$ cat src/rtl/fetch_unit_pkg.sv
// Shared fetch/pipeline constants: widths, reset PC, HLT encoding,
// and the control-flow opcodes the SCU decodes.
package fetch_unit_pkg;

  localparam int FU_ADDR_W   = 10;
  localparam int FU_DATA_W   = 32;
  localparam int FU_RESET_PC = 0;

  localparam logic [31:0] FU_HLT_WORD = 32'h0000_0000;

  localparam logic [5:0] OP_J   = 6'h02;
  localparam logic [5:0] OP_BEQ = 6'h04;
  localparam logic [5:0] OP_BNE = 6'h05;

  typedef struct packed {
    logic [FU_DATA_W-1:0] instr;
    logic [FU_ADDR_W-1:0] pc;
    logic                 valid;
  } if_id_t;

endpackage

$ cat src/rtl/fetch_perf_counters.sv
// Fetch performance counters: delivered instructions and stall cycles.
// Both are free-running 32-bit counters that wrap silently.
module fetch_perf_counters (
  input  logic        clk,
  input  logic        rst_n,
  input  logic        fetch_inc_i,
  input  logic        stall_inc_i,
  output logic [31:0] fetch_count_o,
  output logic [31:0] stall_count_o
);

  logic [31:0] fetch_q, fetch_d;
  logic [31:0] stall_q, stall_d;

  always_comb begin
    fetch_d = fetch_q;
    stall_d = stall_q;
    if (fetch_inc_i) fetch_d = fetch_q + 32'd1;
    if (stall_inc_i) stall_d = stall_q + 32'd1;
  end

  always_ff @(posedge clk or negedge rst_n) begin
    if (!rst_n) begin
      fetch_q <= '0;
      stall_q <= '0;
    end else begin
      fetch_q <= fetch_d;
      stall_q <= stall_d;
    end
  end

  assign fetch_count_o = fetch_q;
  assign stall_count_o = stall_q;

endmodule

$ cat src/rtl/fetch_unit.sv
// Instruction fetch: drives the 1-cycle imem, pairs data with PC into IF/ID.
// Optional FETCH_PERF_EN adds fetch/stall counters (tied to 0 otherwise).
module fetch_unit
  import fetch_unit_pkg::*;
#(
  parameter int              ADDR_W   = FU_ADDR_W,
  parameter int              DATA_W   = FU_DATA_W,
  parameter int              RESET_PC = FU_RESET_PC,
  parameter logic [DATA_W-1:0] HLT_WORD = DATA_W'(FU_HLT_WORD)
) (
  input  logic              clk,
  input  logic              rst_n,
  output logic [ADDR_W-1:0] direccion,
  input  logic [DATA_W-1:0] instruccion,
  input  logic              stall,
  input  logic              redirect,
  input  logic [ADDR_W-1:0] redirect_target,
  output logic [DATA_W-1:0] if_instr,
  output logic [ADDR_W-1:0] if_pc,
  output logic              if_valid,
  output logic              halted,
  output logic [31:0]       fetch_count,
  output logic [31:0]       stall_count
);

  localparam logic [ADDR_W-1:0] RST_PC = ADDR_W'(RESET_PC);

  logic [ADDR_W-1:0] pc_q, pc_d;
  logic [ADDR_W-1:0] req_pc_q, req_pc_d;
  logic              req_valid_q, req_valid_d;
  logic [DATA_W-1:0] instr_q, instr_d;
  logic [ADDR_W-1:0] ifpc_q, ifpc_d;
  logic              valid_q, valid_d;
  logic              halted_q, halted_d;
  logic              adv;

  assign adv = !redirect && !stall && !halted_q;

  // Stall/halt re-present req_pc so the memory keeps the pending word.
  always_comb begin
    direccion = pc_q;
    if (redirect)
      direccion = redirect_target;
    else if (halted_q || stall)
      direccion = req_pc_q;
  end

  always_comb begin
    pc_d        = pc_q;
    req_pc_d    = req_pc_q;
    req_valid_d = req_valid_q;
    instr_d     = instr_q;
    ifpc_d      = ifpc_q;
    valid_d     = valid_q;
    halted_d    = halted_q;
    if (redirect) begin
      req_pc_d    = redirect_target;
      req_valid_d = 1'b1;
      pc_d        = redirect_target + ADDR_W'(1);
      valid_d     = 1'b0;
      halted_d    = 1'b0;
    end else if (adv) begin
      instr_d     = instruccion;
      ifpc_d      = req_pc_q;
      valid_d     = req_valid_q;
      req_pc_d    = pc_q;
      req_valid_d = 1'b1;
      pc_d        = pc_q + ADDR_W'(1);
      halted_d    = req_valid_q && (instruccion == HLT_WORD);
    end else if (!stall) begin
      valid_d = 1'b0;
    end
  end

  always_ff @(posedge clk or negedge rst_n) begin
    if (!rst_n) begin
      pc_q        <= RST_PC;
      req_pc_q    <= RST_PC;
      req_valid_q <= 1'b0;
      instr_q     <= '0;
      ifpc_q      <= '0;
      valid_q     <= 1'b0;
      halted_q    <= 1'b0;
    end else begin
      pc_q        <= pc_d;
      req_pc_q    <= req_pc_d;
      req_valid_q <= req_valid_d;
      instr_q     <= instr_d;
      ifpc_q      <= ifpc_d;
      valid_q     <= valid_d;
      halted_q    <= halted_d;
    end
  end

  assign if_instr = instr_q;
  assign if_pc    = ifpc_q;
  assign if_valid = valid_q;
  assign halted   = halted_q;

`ifdef FETCH_PERF_EN
  logic fetch_inc;
  logic stall_inc;

  assign fetch_inc = adv && req_valid_q;
  assign stall_inc = stall && !redirect;

  fetch_perf_counters u_perf (
    .clk          (clk),
    .rst_n        (rst_n),
    .fetch_inc_i  (fetch_inc),
    .stall_inc_i  (stall_inc),
    .fetch_count_o(fetch_count),
    .stall_count_o(stall_count)
  );
`else
  assign fetch_count = '0;
  assign stall_count = '0;
`endif

endmodule

$ cat config.mk
export PLATFORM = sky130hd
export DESIGN_NAME = fetch_unit
export DESIGN_NICKNAME = d
export VERILOG_FILES = /design/src/rtl/fetch_unit_pkg.sv /design/src/rtl/fetch_perf_counters.sv /design/src/rtl/fetch_unit.sv
export SDC_FILE = /design/constraint.sdc
export NUM_CORES = 1
export LEC_CHECK = 0
export CAP_MARGIN = 30
export CORE_AREA = 5 5 106 98
export DETAILED_ROUTE_END_ITERATION = 16
export DIE_AREA = 0 0 111 103
export PLACE_DENSITY_LB_ADDON = 0.15
export SLEW_MARGIN = 20
export SYNTH_ARGS = -nofsm -noshare
export SYNTH_HDL_FRONTEND = slang
export SYNTH_SLANG_ARGS = --single-unit
$ cat constraint.sdc
create_clock -name clk -period 2.9 [get_ports clk]
set_input_delay 0.58 -clock clk [delete_from_list [all_inputs] [get_ports clk]]
set_output_delay 0.58 -clock clk [all_outputs]
set_load 0.1 [all_outputs]
After elaboration in Yosys (flattened, before gate mapping)
Index checks and enable logic that the tools add are counted.

storage, ports and cells
  output and inout bits = 118
  logic and storage cells = 34
  flip-flop bits (word level) = 65
  input port bits = 46

operators by class
  muxes and demuxes = 13
  reductions and logical operators = 10
  bitwise gates (word level) = 1
  add/sub/neg operators = 2
  equality and inequality tests = 1

operator list
  kind                     number
  $mux W10                 6
  $logic_not A32 Y1        1
  $add A10 B1 Y10 const B  2
  $mux W1                  7
  $logic_and A1 B1 Y1      3
  $logic_not A1 Y1         3
  $ne A3 B1 Y1 const B     1
  $reduce_and A2 Y1        1
  $reduce_bool A2 Y1       1
  $logic_or A1 B1 Y1       1
  $not A1 Y1               1

Logic depth before layout (Yosys ltp)
  word-level depth = 5
  depth in mapped cells = 12
  mapped depth without buffers = 7

Worst setup path after synthesis
Ideal clock, no wire load.

  path kind = register to output
  start point = register halted_q (netlist: halted)
  end point = output direccion[2]
  path buffers = 1
  data required time = 2.320 ns
  arrival time = 3.637 ns
  stages on the path, launching flop included = 5
  path slack = -1.317 ns
  cells stage by stage = dfrtp_1 or2_2 buf_6 mux2i_1 o21ai_0

on the way
  cells in the longest elaborated chain, start to end = 3

RTL lines
  item                      RTL line          source
  start: declaration        fetch_unit.sv:34  logic halted_q, halted_d;
  start signal: assignment  fetch_unit.sv:91  halted_q <= halted_d;
  $logic_or A1 B1 Y1        fetch_unit.sv:44  else if (halted_q || stall)
  $mux W10                  fetch_unit.sv:44
  $mux W10                  fetch_unit.sv:42  if (redirect)
  end: declaration          fetch_unit.sv:13  output logic [ADDR_W-1:0] direccion,

Every way passes these cells.

Worst setup path in the final report
  start point = input stall
  end point = output direccion[4]

on the way
  cells in the longest elaborated chain, start to end = 3

RTL lines
  item                RTL line          source
  start: declaration  fetch_unit.sv:15  input logic stall,
  $logic_or A1 B1 Y1  fetch_unit.sv:44
  $mux W10            fetch_unit.sv:44
  $mux W10            fetch_unit.sv:42

Every way passes these cells.

==> metrics.md <==
| Metric | Value |
|---|---|
| Status | complete, no violations |
| Final ANT Viol Nets | 0 |
| CP max stage delay | 450 ps |
| Post-synthesis register bit count | 65 |
| Util after Layout | 0.5101 |
| Share of the synthesized area in the top cell type | 0.4587 |
| Hold_buf cts | 0 |
| Critical Path End Type | output pin |
| NumNets Final | 466 |
| Std-Cell Rows | 34 |
| Largest area contributor in the synthesized netlist | dfrtp_1 |
| Gr usage total | 0.1416 |
| P&R area growth vs syn | 34.02% |
| Initial antenna violation count | 0 |
| Worst rel slew slack | 0.6278 |
| Startpoint types | input pin |
| Hold/Removal Path Class | in -> async |
| Crit path kind | in -> out |
| Achievable Freq | 374.7 MHz |
| Vias per cell | 4.547 |
| IO Pins | 164 |
| Final Power | 3.883 mW |
| Worst path bufs/invs | 3 |
| Iteration count of the initial detailed-routing pass | 5 |
| GRT overflow | 0 |
| TritonCTS clock tree | done |
| Core Box Area | 9316 um^2 |
| DP HPWL | 6249 um |
| Commonest cells post-synth | dfrtp_1 (65), buf_4 (64), mux2_2 (44) |
| Global-route wire length before repair | 12900 um |
| Vias in the first global route | 2562 |
| Syn Area/Cell | 11.51 um^2 |
| Synth warnings | 0 |
| Critical Path AT | 2090 ps |
| Fraction of layout cells with a size suffix above 1 | 0.3467 |
| Post-Syn Area | 3546 um^2 |
| Seq/Total Area, Yosys | 0.4587 |
| Count leader, synth | dfrtp_1 |
| Setup violators final | 0 |
| Fillers | 866 |
| Placed insts | 534 |
| GP Congestion | 0.7752 |
| Top_reg_cell synth | dfrtp_1 |
| Die Wd | 111 um |
| Clk sinks | 65 |
| CTS Root Cell | clkbuf_8 |
| Worst skew pair latency | 340 ps |
| Clock transition at path regs | 70 ps |
| Largest net degree at the start of global routing | 31 |
| Pins Over Slew Limit | 0 |
| Dpl cell area | 4523 um^2 |
| Num CTS Buffers | 9 |
| P_leak | 2.147 nW |
| Max Cap Viol | 0 |
| Mapped Cells | 308 |
| Post-CTS Setup Bufs | 0 |
| Initial core utilization | 0.3806 |
| # resized after CTS | 0 |
| Die area | 11430 um^2 |
| Diode count | 0 |
| Die height | 103 um |
| Max VDD drop | 0.3990 mV |
| Post-synth EDFFs | 0 |
| RSZ-0062 raised after global routing | no |
| Starting DRT DRC Count | 45 |
| Final TNS setup | 0 ps |
| WL/cell | 14.66 um |
| Final worst-path cycle share | 0.9204 |
| Worst path slowest cell | clkdlybuf4s50_1 |
| DRC errors left | 0 |
| Finished Layout Cells | 550 |
| Cell chain of the critical path | clkdlybuf4s50_1 -> or2_2 -> and2_1 -> a211oi_1 -> buf_4 -> nor2_4 -> buf_12 |
| Unique masters post-synth | 50 |
| Peak fanout along the critical path | 3 |
| Clk_skew | 5.215 ps |
| Worst-margin pin slew | 558.3 ps |
| Port Buffers | 99 |
| Post-Layout Inst Area | 4752 um^2 |
| Crit path max-delay family | buffers and inverters |
| Max Root-Sink Buffers | 2 |
| Tmin final | 2669 ps |
| H-tree depth | 3 |
| Final WL | 8061 um |
| Largest cells by area after synthesis | dfrtp_1 (46%), mux2_2 (14%), buf_4 (14%), mux2i_1 (2.8%), o21ai_0 (2.8%) |
| Final Hold Vio Count | 0 |
| Power per Cell Area | 817.2 nW/um^2 |
| Async S/R FF share, synth | 1.000 |
| Vias | 2501 |
| Required time worst endpoint | 2320 ps |
-- power breakdown --
| group | switching, mW | internal [mW] |
|---|---|---|
| logic | 1.45 | 0.407 |
| registers | 0.0906 | 1.04 |
| clock network | 0.362 | 0.528 |
| total | 1.90 | 1.98 |
-- state kept, by name, summed over array words and instances, names as in the netlist --
register	cells
halted	1
pc_q	10
if_valid	1
req_pc_q	10
if_pc	10
if_instr	32
req_valid_q	1
-- area by class of cell --
type / instances / area [um^2] / area share
multi-input combinational: 226 / 1648 / 0.3468
tap: 126 / 157.7 / 0.03318
clock inverter: 5 / 77.57 / 0.01632
timing repair buffer: 113 / 1076 / 0.2264
clock buffer: 11 / 151.4 / 0.03186
sequential: 65 / 1627 / 0.3423
inverter: 4 / 15.01 / 0.003160
-- routing by layer --
layer | part of all wire | global-route usage | wire length (um) | vias up
met2 | 0.49 | 0.2360 | 3950 | 104
met3 | 0.080 | 0.05340 | 648 | 6
met4 | 0.0096 | 0.04545 | 77 | 0
li1 | - | - | - | 1190
met5 | 0 | 0 | 0 | -
met1 | 0.42 | 0.1721 | 3386 | 1201
-- through the flow --
step	hold WS (ps)	worst slack (ps)
2_1_floorplan	284.4	-36.96
3_3_place_gp	471.6	240.0
3_5_place_dp	475.9	222.5
4_1_cts	227.1	219.1
5_1_grt	245.1	135.5
6_report	220.7	230.9
-- layout by cell type, fill, tap and decap left out, drive strengths merged, types with 2 or more instances in the layout --
cell,synthesis,routed
nand3,3,3
a211oi,2,2
nand4,4,4
a31oi,2,2
a22oi,2,2
nor3,5,5
o2111ai,2,2
nor2,8,8
dfrtp,65,65
mux2i,10,10
clkdlybuf4s50,0,43
a21oi,4,4
clkbuf,2,11
nor4,5,5
clkinv,0,2
and4,3,3
inv,4,4
nand2,14,14
xnor2,5,5
xor2,4,4
mux2,47,47
buf,74,70
bufinv,0,2
o21ai,20,20
conb,1,64
-- kinds of logic (layout without fill, tap and decap cells) --
| family | after synthesis | in the layout | synth area share |
|---|---|---|---|
| buf+inv | 80 | 133 | 0.1665 |
| flops | 65 | 65 | 0.4587 |
| mux | 57 | 57 | 0.1775 |
| simple gates | 55 | 55 | 0.09528 |
| compound gates | 40 | 40 | 0.07516 |
| xor+xnor | 9 | 9 | 0.02223 |
| fa+ha+maj | 1 | 1 | 0.003528 |
| other cells | 1 | 64 | 0.001058 |
-- path summary, 6_finish.rpt --
| check | start | endpoint | slack (ps) | depth (start not counted) |
|---|---|---|---|---|
| worst max-delay path | stall | direccion[4] | 230 | 7 |
| min in group clk | if_pc[9] | if_pc[9] | 490 | 1 |
| worst max register to register | pc_q[0] | pc_q[6] | 1240 | 6 |
| worst min-delay path | rst_n | if_pc[8] | 220 | 1 |
| worst min register to register | if_pc[9] | if_pc[9] | 490 | 1 |
| max in group asynchronous | rst_n | if_pc[3] | 1980 | 2 |
Note: power is estimated with default switching activity, not from simulation.
